==> src/rtl/game_pkg.sv <==
// Shared game constants, player FSM state type and the speed ladder helper.
package game_pkg;

    localparam logic [9:0] MONITOR_WIDTH = 10'd640;
    localparam logic [9:0] PLAYER_WIDTH  = 10'd24;
    localparam logic [9:0] PLAYER_MAX_X  = MONITOR_WIDTH - PLAYER_WIDTH;

    typedef enum logic [1:0] {
        IDLE   = 2'd0,
        MOVE_L = 2'd1,
        MOVE_R = 2'd2
    } move_state_t;

    // Step size for a given hold count: 1 below one hold period, 2 below two, else 4.
    function automatic logic [2:0] speed_of(input logic [7:0] cnt, input logic [7:0] ticks);
        if ({1'b0, cnt} < {1'b0, ticks})
            return 3'd1;
        else if ({1'b0, cnt} < {ticks, 1'b0})
            return 3'd2;
        else
            return 3'd4;
    endfunction

endpackage

==> src/rtl/btn_sync.sv <==
// Two-flop synchronizer for one asynchronous button line.
module btn_sync (
    input  logic i_Clk,
    input  logic i_Rst_n,
    input  logic i_Btn,
    output logic o_Btn_Sync
);

    logic meta;

    // Shift the raw level through two flops; both clear on reset.
    always_ff @(posedge i_Clk) begin
        if (!i_Rst_n) begin
            meta       <= 1'b0;
            o_Btn_Sync <= 1'b0;
        end else begin
            meta       <= i_Btn;
            o_Btn_Sync <= meta;
        end
    end

endmodule

==> src/rtl/player_move_ctrl.sv <==
// Player horizontal movement controller: synchronized buttons drive an
// IDLE/MOVE_L/MOVE_R FSM that steps the player X position once per frame tick,
// clamped to [0, MONITOR_WIDTH-PLAYER_WIDTH].
// Optional macro PLAYER_ACCEL_EN: hold-time acceleration (speed 1 -> 2 -> 4).
// Without it the speed is fixed at 1 and no hold counter exists.
module player_move_ctrl #(
    parameter logic [9:0] MONITOR_WIDTH = game_pkg::MONITOR_WIDTH,
    parameter logic [9:0] PLAYER_WIDTH  = game_pkg::PLAYER_WIDTH,
    parameter logic [9:0] START_POS     = 10'd308,
    parameter logic [7:0] HOLD_TICKS    = 8'd16
) (
    input  logic       i_Clk,
    input  logic       i_Rst_n,
    input  logic       i_Btn_Left,
    input  logic       i_Btn_Right,
    input  logic       i_fTick,
    input  logic       i_Game_En,
    output logic [9:0] o_Player_Position,
    output logic       o_Moving,
    output logic [2:0] o_Speed,
    output logic       o_Edge_Hit
);

    localparam logic [10:0] MAX_X = {1'b0, MONITOR_WIDTH} - {1'b0, PLAYER_WIDTH};

    // A zero hold period makes the speed ladder meaningless.
    if (HOLD_TICKS == 8'd0) begin : g_hold_chk
        $error("HOLD_TICKS must be nonzero");
    end

    game_pkg::move_state_t state, state_nx;
    logic [1:0]  btn_raw, btn_s;   // [0] = left, [1] = right
    logic [9:0]  pos, pos_nx;
    logic        edge_q, edge_nx;
    logic [2:0]  step;
    logic [10:0] sum;

    assign btn_raw = {i_Btn_Right, i_Btn_Left};

    for (genvar g = 0; g < 2; g++) begin : g_sync
        btn_sync u_sync (
            .i_Clk      (i_Clk),
            .i_Rst_n    (i_Rst_n),
            .i_Btn      (btn_raw[g]),
            .o_Btn_Sync (btn_s[g])
        );
    end

`ifdef PLAYER_ACCEL_EN
    logic [7:0] hold_cnt, hold_nx;

    // Hold counter register; saturation is handled in the next-state logic.
    always_ff @(posedge i_Clk) begin
        if (!i_Rst_n) hold_cnt <= '0;
        else          hold_cnt <= hold_nx;
    end

    assign o_Speed = game_pkg::speed_of(hold_cnt, HOLD_TICKS);
`else
    assign o_Speed = 3'd1;
`endif

    // Next state, position and clamp flag; only ticks with the game enabled move.
    always_comb begin
        state_nx = state;
        pos_nx   = pos;
        edge_nx  = 1'b0;
        step     = 3'd1;
        sum      = {1'b0, pos};
`ifdef PLAYER_ACCEL_EN
        hold_nx  = hold_cnt;
`endif
        if (!i_Game_En) begin
            state_nx = game_pkg::IDLE;
`ifdef PLAYER_ACCEL_EN
            hold_nx  = '0;
`endif
        end else if (i_fTick) begin
            unique case (btn_s)
                2'b01:   state_nx = game_pkg::MOVE_L;
                2'b10:   state_nx = game_pkg::MOVE_R;
                default: state_nx = game_pkg::IDLE;
            endcase
`ifdef PLAYER_ACCEL_EN
            // The step used on this tick already reflects the updated hold count.
            if (state_nx == game_pkg::IDLE || state_nx != state)
                hold_nx = '0;
            else if (hold_cnt != 8'hFF)
                hold_nx = hold_cnt + 8'd1;
            step = game_pkg::speed_of(hold_nx, HOLD_TICKS);
`endif
            if (state_nx == game_pkg::MOVE_L) begin
                // Underflow wraps the 11-bit result, so bit 10 flags a negative position.
                sum = {1'b0, pos} - {8'd0, step};
                if (sum[10]) begin
                    pos_nx  = '0;
                    edge_nx = 1'b1;
                end else begin
                    pos_nx  = sum[9:0];
                end
            end else if (state_nx == game_pkg::MOVE_R) begin
                sum = {1'b0, pos} + {8'd0, step};
                if (sum > MAX_X) begin
                    pos_nx  = MAX_X[9:0];
                    edge_nx = 1'b1;
                end else begin
                    pos_nx  = sum[9:0];
                end
            end
        end
    end

    // State, position and edge-hit pulse registers.
    always_ff @(posedge i_Clk) begin
        if (!i_Rst_n) begin
            state  <= game_pkg::IDLE;
            pos    <= START_POS;
            edge_q <= 1'b0;
        end else begin
            state  <= state_nx;
            pos    <= pos_nx;
            edge_q <= edge_nx;
        end
    end

    assign o_Player_Position = pos;
    assign o_Moving          = (state != game_pkg::IDLE);
    assign o_Edge_Hit        = edge_q;

endmodule

==> config.mk <==
export PLATFORM = sky130hd
export DESIGN_NAME = player_move_ctrl
export DESIGN_NICKNAME = d
export VERILOG_FILES = /design/src/rtl/game_pkg.sv /design/src/rtl/btn_sync.sv /design/src/rtl/player_move_ctrl.sv
export SDC_FILE = /design/constraint.sdc
export NUM_CORES = 1
export LEC_CHECK = 0
export BUFFER_PORTS_ARGS = -buffer_cell sky130_fd_sc_hd__clkbuf_2
export CORE_MARGIN = 5
export CORE_UTILIZATION = 55
export CTS_CLUSTER_DIAMETER = 100
export DETAILED_ROUTE_END_ITERATION = 8
export PLACE_DENSITY = 0.78
export SETUP_SLACK_MARGIN = 0.05
export SLEW_MARGIN = 10
export SYNTH_ARGS = -nofsm -noshare
export SYNTH_HDL_FRONTEND = slang
export SYNTH_HIERARCHICAL = 1
export SYNTH_SLANG_ARGS = --single-unit
==> constraint.sdc <==
create_clock -name i_Clk -period 2.4 [get_ports i_Clk]
set_input_delay 0 -clock i_Clk [delete_from_list [all_inputs] [get_ports i_Clk]]
set_output_delay 0 -clock i_Clk [all_outputs]
set_load 0.02 [all_outputs]
### Yosys cells after proc, flatten, opt, wreduce, memory -nomap -nowiden

Cells that the tools add are included.

* equality and inequality tests: 4
* multiplexer cells: 11
* reduce and logical (&&, ||, !) cells: 5
* add/subtract/negate cells: 2
* order comparisons: 1

Operators with widths (number)
* two-way mux 10 bit: 4
* adder 10 x 1 -> 11 bit, second input constant: 1
* greater-than comparator 11 x 10 -> 1 bit, second input constant: 1
* subtractor 10 x 1 -> 11 bit, second input constant: 1
* AND reduction 3 bit: 2
* == test 2 x 1 -> 1 bit, second input constant: 2
* == test 2 bit, second input constant: 2
* two-way mux 1 bit: 4
* two-way mux 2 bit: 2
* case mux 2 bit (2 select lines): 1
* nonzero test 2 bit: 2
* AND reduction 2 bit: 1

* input port bits: 6
* register bits after elaboration: 17
* logic and storage cells: 30
* output and inout port bits: 15

### Logic depth before layout (Yosys ltp)

Gate-level depths: netlist of the first run.

* depth in word-level cells: 7
* gate-level depth with buffers: 8
* gate-level depth less buffers: 8

### By module

The synthesis of the first run kept the hierarchy.

Modules (own cells, without submodules)
* player_move_ctrl: cells each 159, instances 1, sequential area each 260.2 um2, area each 1154.9 um2
* btn_sync: cells each 4, instances 2, sequential area each 40.0 um2, area each 52.6 um2

### Worst setup path before layout of the first run

No wires, ideal clock.

* path type: register to register
* from: register pos[7], in the netlist o_Player_Position[7]
* to: register pos[7], in the netlist o_Player_Position[7]
* required time: 2342 ps
* slack: 373 ps
* arrival: 1968 ps
* buffers on the path: 1
* cell stages (with the launch flop): 8
* library setup time: 58 ps
* period minus slack after synthesis: 2027 ps
* path through: dfxtp_1 clkbuf_1 nand4_1 nor3_1 mux2_2 or3_1 o21ai_1 o21a_1

* cells in the longest elaborated chain, start to end: 5
* elaborated cells on any way between the ends: 7
* classes of those cells: 2 x add/sub; 1 x order compare; 4 x mux

RTL lines
* start, declared: line player_move_ctrl.sv:33 `logic [9:0] pos, pos_nx;`
* start signal, assigned: line player_move_ctrl.sv:121 `pos <= pos_nx;`
* adder 10 x 1 -> 11 bit: line player_move_ctrl.sv:102 `sum = {1'b0, pos} + {8'd0, step};`
* greater-than comparator 11 x 10 -> 1 bit: line player_move_ctrl.sv:103 `if (sum > MAX_X) begin`
* two-way mux 10 bit: line player_move_ctrl.sv:103
* two-way mux 10 bit: line player_move_ctrl.sv:101 `end else if (state_nx == game_pkg::MOVE_R) begin`
* two-way mux 10 bit *: line player_move_ctrl.sv:92 `if (state_nx == game_pkg::MOVE_L) begin`

Every way passes the cells marked *; elsewhere a longest branch is shown, timed or not. The select of a mux whose other input is x is not followed.
A chain may end at the register's enable or synchronous reset.

### Worst setup path after layout of the first run

* from: register pos[3], in the netlist o_Player_Position[3]
* to: register pos[7], in the netlist o_Player_Position[7]

Same word-level chain as after synthesis.

==> flow_summary.yaml, run 1 <==
run_status:
  status: "complete, no violations"
global_route:
  overflow: 0
  grt_max_degree: 21
  grt_first_pass_wirelength_um: 4890
  grt_pass1_vias: 1124
  grtUsageTotal: 0.183
  antenna_found_initial: 0
worst_setup_path:
  slowest_delay_ns: 0.63
  critPathSlowestCell: "dfxtp_1"
  crit_path_cell_trace: "nand4_2, nor3_1, mux2_2, or3_1, o21ai_1, o21a_1"
  cp.arrival_ns: 2.44
  crit_fanout: 13
  r2r-end: "o_Player_Position[7]$_SDFFE_PN0P_"
  worstSetupStartpointType: "register"
  r2r_start: "o_Player_Position[3]$_SDFFE_PN0P_"
  end_kind: "register"
  crit_required_ns: 2.66
  ff2ff_path_depth: 6
  rrSetupSlack_ns: 0.22
  worstSetupPathType: "register to register"
drt:
  avgViaCountPerCell: 6.05
  drtIter0Drc: 30
  ant_nets: 0
  routed_wl_um: 2910
  num_vias: 1246
  first_pass_iters: 4
  drc: 0
  wl_per_cell_um: 14.1
sta:
  slew_headroom: 0.549
  fmax_ghz: 0.458
  fin_tns_setup_ns: 0
  setup_violations: 0
  rsz0062_at_grt: "false"
  period_share: 0.909
  setup_slack_ns: 0.218
  worst-slew-pin-transition_ns: 0.670
  hold_ws_ns: 0.0353
  timing_hold_violations_final: 0
  slew_viol_final: 0
  fin_worst_skew_ns: 0.00237
  period_needed_ns: 2.18
placement:
  place_ws_ns: 0.289
  dpl-instance-area_mm2: 0.00132
  port_buffers: 17
  dp_cells: 199
  hpwl_um: 2110
  place_congestion: 0.914
power:
  seqPwrFrac: 0.569
  p_per_area_mw_per_mm2: 380
  irDropWorstVdd_mv: 0.402
  p_leak_nw: 0.570
  switchingPower_mw: 0.145
  clock_power_share: 0.302
  combPwrFrac: 0.129
  switching_share: 0.278
  power.total_mw: 0.523
  internal_power_mw: 0.377
synth:
  synth_edf_count: 0
  synth-simple-area-share: 0.300
  ys_warn_count: 6
  synth_top_family_by_area: "simple AND/OR/NAND/NOR gates"
  ys_seq_area_frac: 0.270
  synth_compound_area_frac: 0.205
  synth_area_mm2: 0.00126
  ys_ff_latch: 17
  synthCells: 167
  syn_avg_cell_area_um2: 7.54
  ys_types: 48
  synth_flop_cell: "dfxtp_1"
  async_reset_ff_frac: 0
  synth-xor-area-share: 0.0278
  muxShareOfSynthArea: 0.0576
  synthAdderAreaFrac: 0.0497
cells_and_area:
  stdcell_count: 206
  final_core_util: 0.628
  area_growth_pct: 9.24
  diodes: 0
  drive_above_1_share: 0.169
  nFillCells: 195
  fin_area_mm2: 0.00138
  final_nets: 190
  layout_common_cells: "dfxtp_1, clkbuf_2, nor2_1, nand2_1, o21ai_0"
floorplanning:
  core.rowCount: 17
  start_util: 0.575
  die-area_mm2: 0.00335
  core_mm2: 0.00219
  die_w_um: 57.9
  io_pins: 21
  die_h_um: 57.9
hold_path:
  hold_end: "o_Edge_Hit$_SDFF_PN0_"
  hold_depth: 3
  hp-class: "input port to register"
  hp-start: "i_fTick"
clocking:
  numCtsBuffers: 3
  cts.sinks: 17
  cts_root_buffer: "clkbuf_4"
  clockBufferDepth: 2
  htree_levels: 1
  post-cts-setup-buffers: 0
  cts_tree: "yes"
  cts.clk_slew.worst_paths_ns: 0.10
  insertion_delay_ns: 0.30
run:
  drv_cap: 0
cells in the mapped netlist (all sizes together), types with 2 or more instances:
| cell type | count | area share |
|---|---|---|
| dfxtp | 17 | 0.27 |
| nor2 | 15 | 0.045 |
| nand2 | 14 | 0.042 |
| o21ai | 13 | 0.052 |
| a21oi | 9 | 0.036 |
| inv | 9 | 0.027 |
| clkbuf | 8 | 0.025 |
| buf | 7 | 0.033 |
| nand3 | 7 | 0.028 |
| nor3 | 6 | 0.028 |
| ha | 5 | 0.050 |
| mux2i | 5 | 0.040 |
| and2 | 4 | 0.020 |
| nand4 | 4 | 0.025 |
| o22ai | 4 | 0.020 |
| nor4 | 3 | 0.015 |
| o2111ai | 3 | 0.021 |
| or3 | 3 | 0.015 |
| xnor2 | 3 | 0.021 |
| a211oi | 2 | 0.012 |
| and3 | 2 | 0.0099 |
| conb | 2 | 0.0060 |
| mux2 | 2 | 0.018 |
| nand2b | 2 | 0.016 |
| nor3b | 2 | 0.016 |
| o31a | 2 | 0.014 |
logic make-up after synthesis:
kind of cell	after synthesis
adder cells (fa/ha/maj)	5
AO/OA/AOI/OAI	40
AND/OR/NAND/NOR	68
flip-flops	17
XOR/XNOR	4
buffers and inverters	24
other	2
multiplexers	7
state kept, by name, indices dropped and copies added, names as in the netlist:
name	count
g_sync.u_sync/meta	2
g_sync.u_sync/o_Btn_Sync	2
o_Edge_Hit	1
o_Player_Position	10
state	2
worst max-delay path: cells and delay by family (launching register included):
family,cells,cell delay [ns]
and+or+nand+nor,3,0.83
DFF,1,0.63
muxes,1,0.40
AOI/OAI and AO/OA,2,0.27
area by class of cell:
class                   count  area, um^2  area share
clock buffers               3        22.5      0.0164
clock inverters             1        5.00     0.00364
inverters                   9        33.8      0.0245
multi-input cells         127         817       0.594
flip-flops and latches     17         340       0.247
well taps                  28        35.0      0.0255
repair buffers             21         123      0.0891
what timing repair did:
action                                 CTS  global route
endpoints found under the hold margin    4             0
resized for setup                        0             0
hold buffers                             3             0
per-layer routing:
metal  vias up  wire (um)  global-route usage
met5         -          0                   0
met4         0         78              0.0960
met3         9        225              0.0445
met2        65       1350               0.298
met1       558       1260               0.222
li1        614          -                   -
power by group through the flow:
stage | combinational [mW] | sequential [mW] | clock (mW)
final | 0.0675 | 0.297 | 0.158
after detailed placement | 0.0625 | 0.303 | 0
after CTS | 0.0664 | 0.297 | 0.161
after floorplan | 0.0481 | 0.304 | 0
after global routing | 0.0739 | 0.298 | 0.176
after global placement | 0.0613 | 0.303 | 0
worst max-delay path by stage:
stage | startpoint | endpoint | slack (ns) | depth (start not counted)
after floorplan | o_Player_Position[7]$_SDFFE_PN0P_ | o_Player_Position[7]$_SDFFE_PN0P_ | 0.37 | 7
after global placement | o_Player_Position[3]$_SDFFE_PN0P_ | o_Player_Position[0]$_SDFFE_PN0P_ | 0.32 | 6
after detailed placement | o_Player_Position[4]$_SDFFE_PN1P_ | o_Player_Position[7]$_SDFFE_PN0P_ | 0.29 | 6
after CTS | o_Player_Position[4]$_SDFFE_PN1P_ | o_Player_Position[7]$_SDFFE_PN0P_ | 0.26 | 6
after global routing | o_Player_Position[1]$_SDFFE_PN0P_ | o_Player_Position[0]$_SDFFE_PN0P_ | 0.07 | 7
final | o_Player_Position[3]$_SDFFE_PN0P_ | o_Player_Position[7]$_SDFFE_PN0P_ | 0.22 | 6
Power figures use the tool's default switching activity.
==> run 2: changes to the inputs <==
--- a/config.mk
+++ b/config.mk
@@ -7,10 +7,10 @@
 export LEC_CHECK = 0
 export BUFFER_PORTS_ARGS = -buffer_cell sky130_fd_sc_hd__clkbuf_2
 export CORE_MARGIN = 5
-export CORE_UTILIZATION = 55
+export CORE_UTILIZATION = 50
 export CTS_CLUSTER_DIAMETER = 100
 export DETAILED_ROUTE_END_ITERATION = 8
-export PLACE_DENSITY = 0.78
+export PLACE_DENSITY = 0.75
 export SETUP_SLACK_MARGIN = 0.05
 export SLEW_MARGIN = 10
 export SYNTH_ARGS = -nofsm -noshare
==> constraint.sdc (replaced) <==
create_clock -name i_Clk -period 1.81 [get_ports i_Clk]
set_input_delay 0 -clock i_Clk [delete_from_list [all_inputs] [get_ports i_Clk]]
set_output_delay 0 -clock i_Clk [all_outputs]
set_load 0.02 [all_outputs]
==> run 2 against run 1 <==
Compared with the run above:
- the run now ends with setup timing left
- sequential share of layout area shrank 4.9 points
- clock skew increased by 0.011 ns
- combinational power up 100%
- maximum frequency up 17%
- sequential cell count unchanged
- sequential power grew 30%
- core utilization grew 12 points
- critical path depth increased by 1
- critical path type unchanged
==> flow_summary.yaml, run 2 (synthesis results as in run 1) <==
worst_setup_path:
  critPathSlowestCell: "dfxtp_4"
  worstSetupPathType: "register to register"
  crit_fanout: 7
  ff2ff_path_depth: 7
  r2r_start: "o_Player_Position[0]$_SDFFE_PN0P_"
  worstSetupStartpointType: "register"
  cp.arrival_ns: 2.03
  end_kind: "register"
  rrSetupSlack_ns: -0.06
  crit_required_ns: 1.97
  crit_path_cell_trace: "ha_4, and4b_1, o31ai_2, a211oi_2, o21ai_1, nand2b_4, a41oi_2"
  slowest_delay_ns: 0.44
  r2r-end: "o_Player_Position[5]$_SDFFE_PN1P_"
drt:
  first_pass_iters: 4
  avgViaCountPerCell: 6.03
  drtIter0Drc: 66
  routed_wl_um: 4060
  num_vias: 1453
  ant_nets: 0
  wl_per_cell_um: 16.9
  drc: 0
cells_and_area:
  layout_commonest_cell: "buf_4"
  drive_above_1_share: 0.488
  stdcell_count: 241
  final_nets: 223
  diodes: 0
  largest_reg_flops: 10
  area_growth_pct: 46.7
  layout_common_cells: "buf_4, clkbuf_2, nor2_1, nand2_1, dfxtp_1"
clocking:
  insertion_delay_ns: 0.31
  htree_levels: 1
  numCtsBuffers: 3
  cts.sinks: 17
  clockBufferDepth: 2
  cts_tree: "yes"
  cts_root_buffer: "clkbuf_4"
  cts.clk_slew.worst_paths_ns: 0.11
global_route:
  grt_max_degree: 21
  grt_first_pass_wirelength_um: 6530
  grt_pass1_vias: 1444
  antenna_found_initial: 0
  grtUsageTotal: 0.240
  overflow: 0
hold_path:
  hp-start: "i_fTick"
  hp-class: "input port to register"
  hold_depth: 3
  hold_end: "o_Edge_Hit$_SDFF_PN0_"
sta:
  fin_worst_skew_ns: 0.0136
  hold_ws_ns: 0.0498
  slew_viol_final: 0
  fin_tns_setup_ns: -0.110
  rsz0062_at_grt: "true"
  fmax_ghz: 0.534
  setup_violations: 4
  timing_hold_violations_final: 0
  period_needed_ns: 1.87
  period_share: 1.03
  setup_slack_ns: -0.0621
floorplanning:
  start_util: 0.513
  die-area_mm2: 0.00362
  io_pins: 21
  die_h_um: 60.2
  die_w_um: 60.2
  core.rowCount: 18
  core_mm2: 0.00245
placement:
  place_congestion: 0.917
  hpwl_um: 2530
  dp_cells: 222
  port_buffers: 17
run_status:
  failed_checks: "setup timing"
  status: "finished, violations left"
power:
  irDropWorstVdd_mv: 0.477
  p_leak_nw: 0.750
  p_per_area_mw_per_mm2: 398
run:
  drv_cap: 0
==> run 2: worst max path at each step <==
stage / from / to / slack, ns
CTS: g_sync[0].u_sync/o_Btn_Sync$_SDFF_PN0_ / o_Player_Position[3]$_SDFFE_PN0P_ / 0.03
global placement: g_sync[0].u_sync/o_Btn_Sync$_SDFF_PN0_ / o_Player_Position[2]$_SDFFE_PN1P_ / -0.03
global route: o_Player_Position[0]$_SDFFE_PN0P_ / o_Player_Position[5]$_SDFFE_PN1P_ / -0.10
detailed placement: g_sync[0].u_sync/o_Btn_Sync$_SDFF_PN0_ / o_Player_Position[2]$_SDFFE_PN1P_ / -0.05
floorplan: o_Player_Position[7]$_SDFFE_PN0P_ / o_Player_Position[7]$_SDFFE_PN0P_ / 0.002
finish: o_Player_Position[0]$_SDFFE_PN0P_ / o_Player_Position[5]$_SDFFE_PN1P_ / -0.06
==> run 2: what timing repair did <==
item / in CTS / in global routing
setup buffers: 10 / 3
endpoints found under the hold margin: 4 / 0
setup endpoints to repair: 9 / 11
pin swaps: 8 / 20
gates resized for setup: 16 / 31
hold buffers: 3 / 0
==> run 2: report_power, final <==
part	switching [mW]	internal (mW)	leakage, nW	total [mW]
sequential	0.0107	0.376	0.142	0.387
clock	0.131	0.0825	0.0177	0.214
combinational	0.0752	0.0599	0.590	0.135
==> run 2: metal layers <==
| layer | vias up | wire length, um | track usage |
|---|---|---|---|
| met5 | - | 0 | 0 |
| met3 | 17 | 241 | 0.0626 |
| li1 | 683 | - | - |
| met2 | 65 | 2010 | 0.390 |
| met4 | 0 | 146 | 0.136 |
| met1 | 688 | 1670 | 0.283 |
==> run 2: final cells by class <==
cell class	instances	area (um^2)
clock buffer	3	22.5
clock inverter	1	5.00
fill	153	607
inverter	9	38.8
multi-input combinational	127	1000
sequential	17	367
tap	30	37.5
timing repair buffer	54	374
==> run 2: per-stage QoR <==
step	util	cell area (um^2)	power (mW)	worst slack, ns
after floorplan	-	1330	0.462	0.00215
after global placement	0.616	1510	0.489	-0.0320
after detailed placement	0.616	1510	0.492	-0.0520
after CTS	0.698	1710	0.720	0.0261
after global routing	0.753	1850	0.781	-0.104
final	0.753	1850	0.736	-0.0621
==> run 2: worst max-delay path, delay by kind of cell (launching register included) <==
family | cells | cell delay, ns
AOI/OAI and AO/OA | 4 | 0.68
adders and majority gates | 1 | 0.17
DFF | 1 | 0.44
and+or+nand+nor | 2 | 0.43
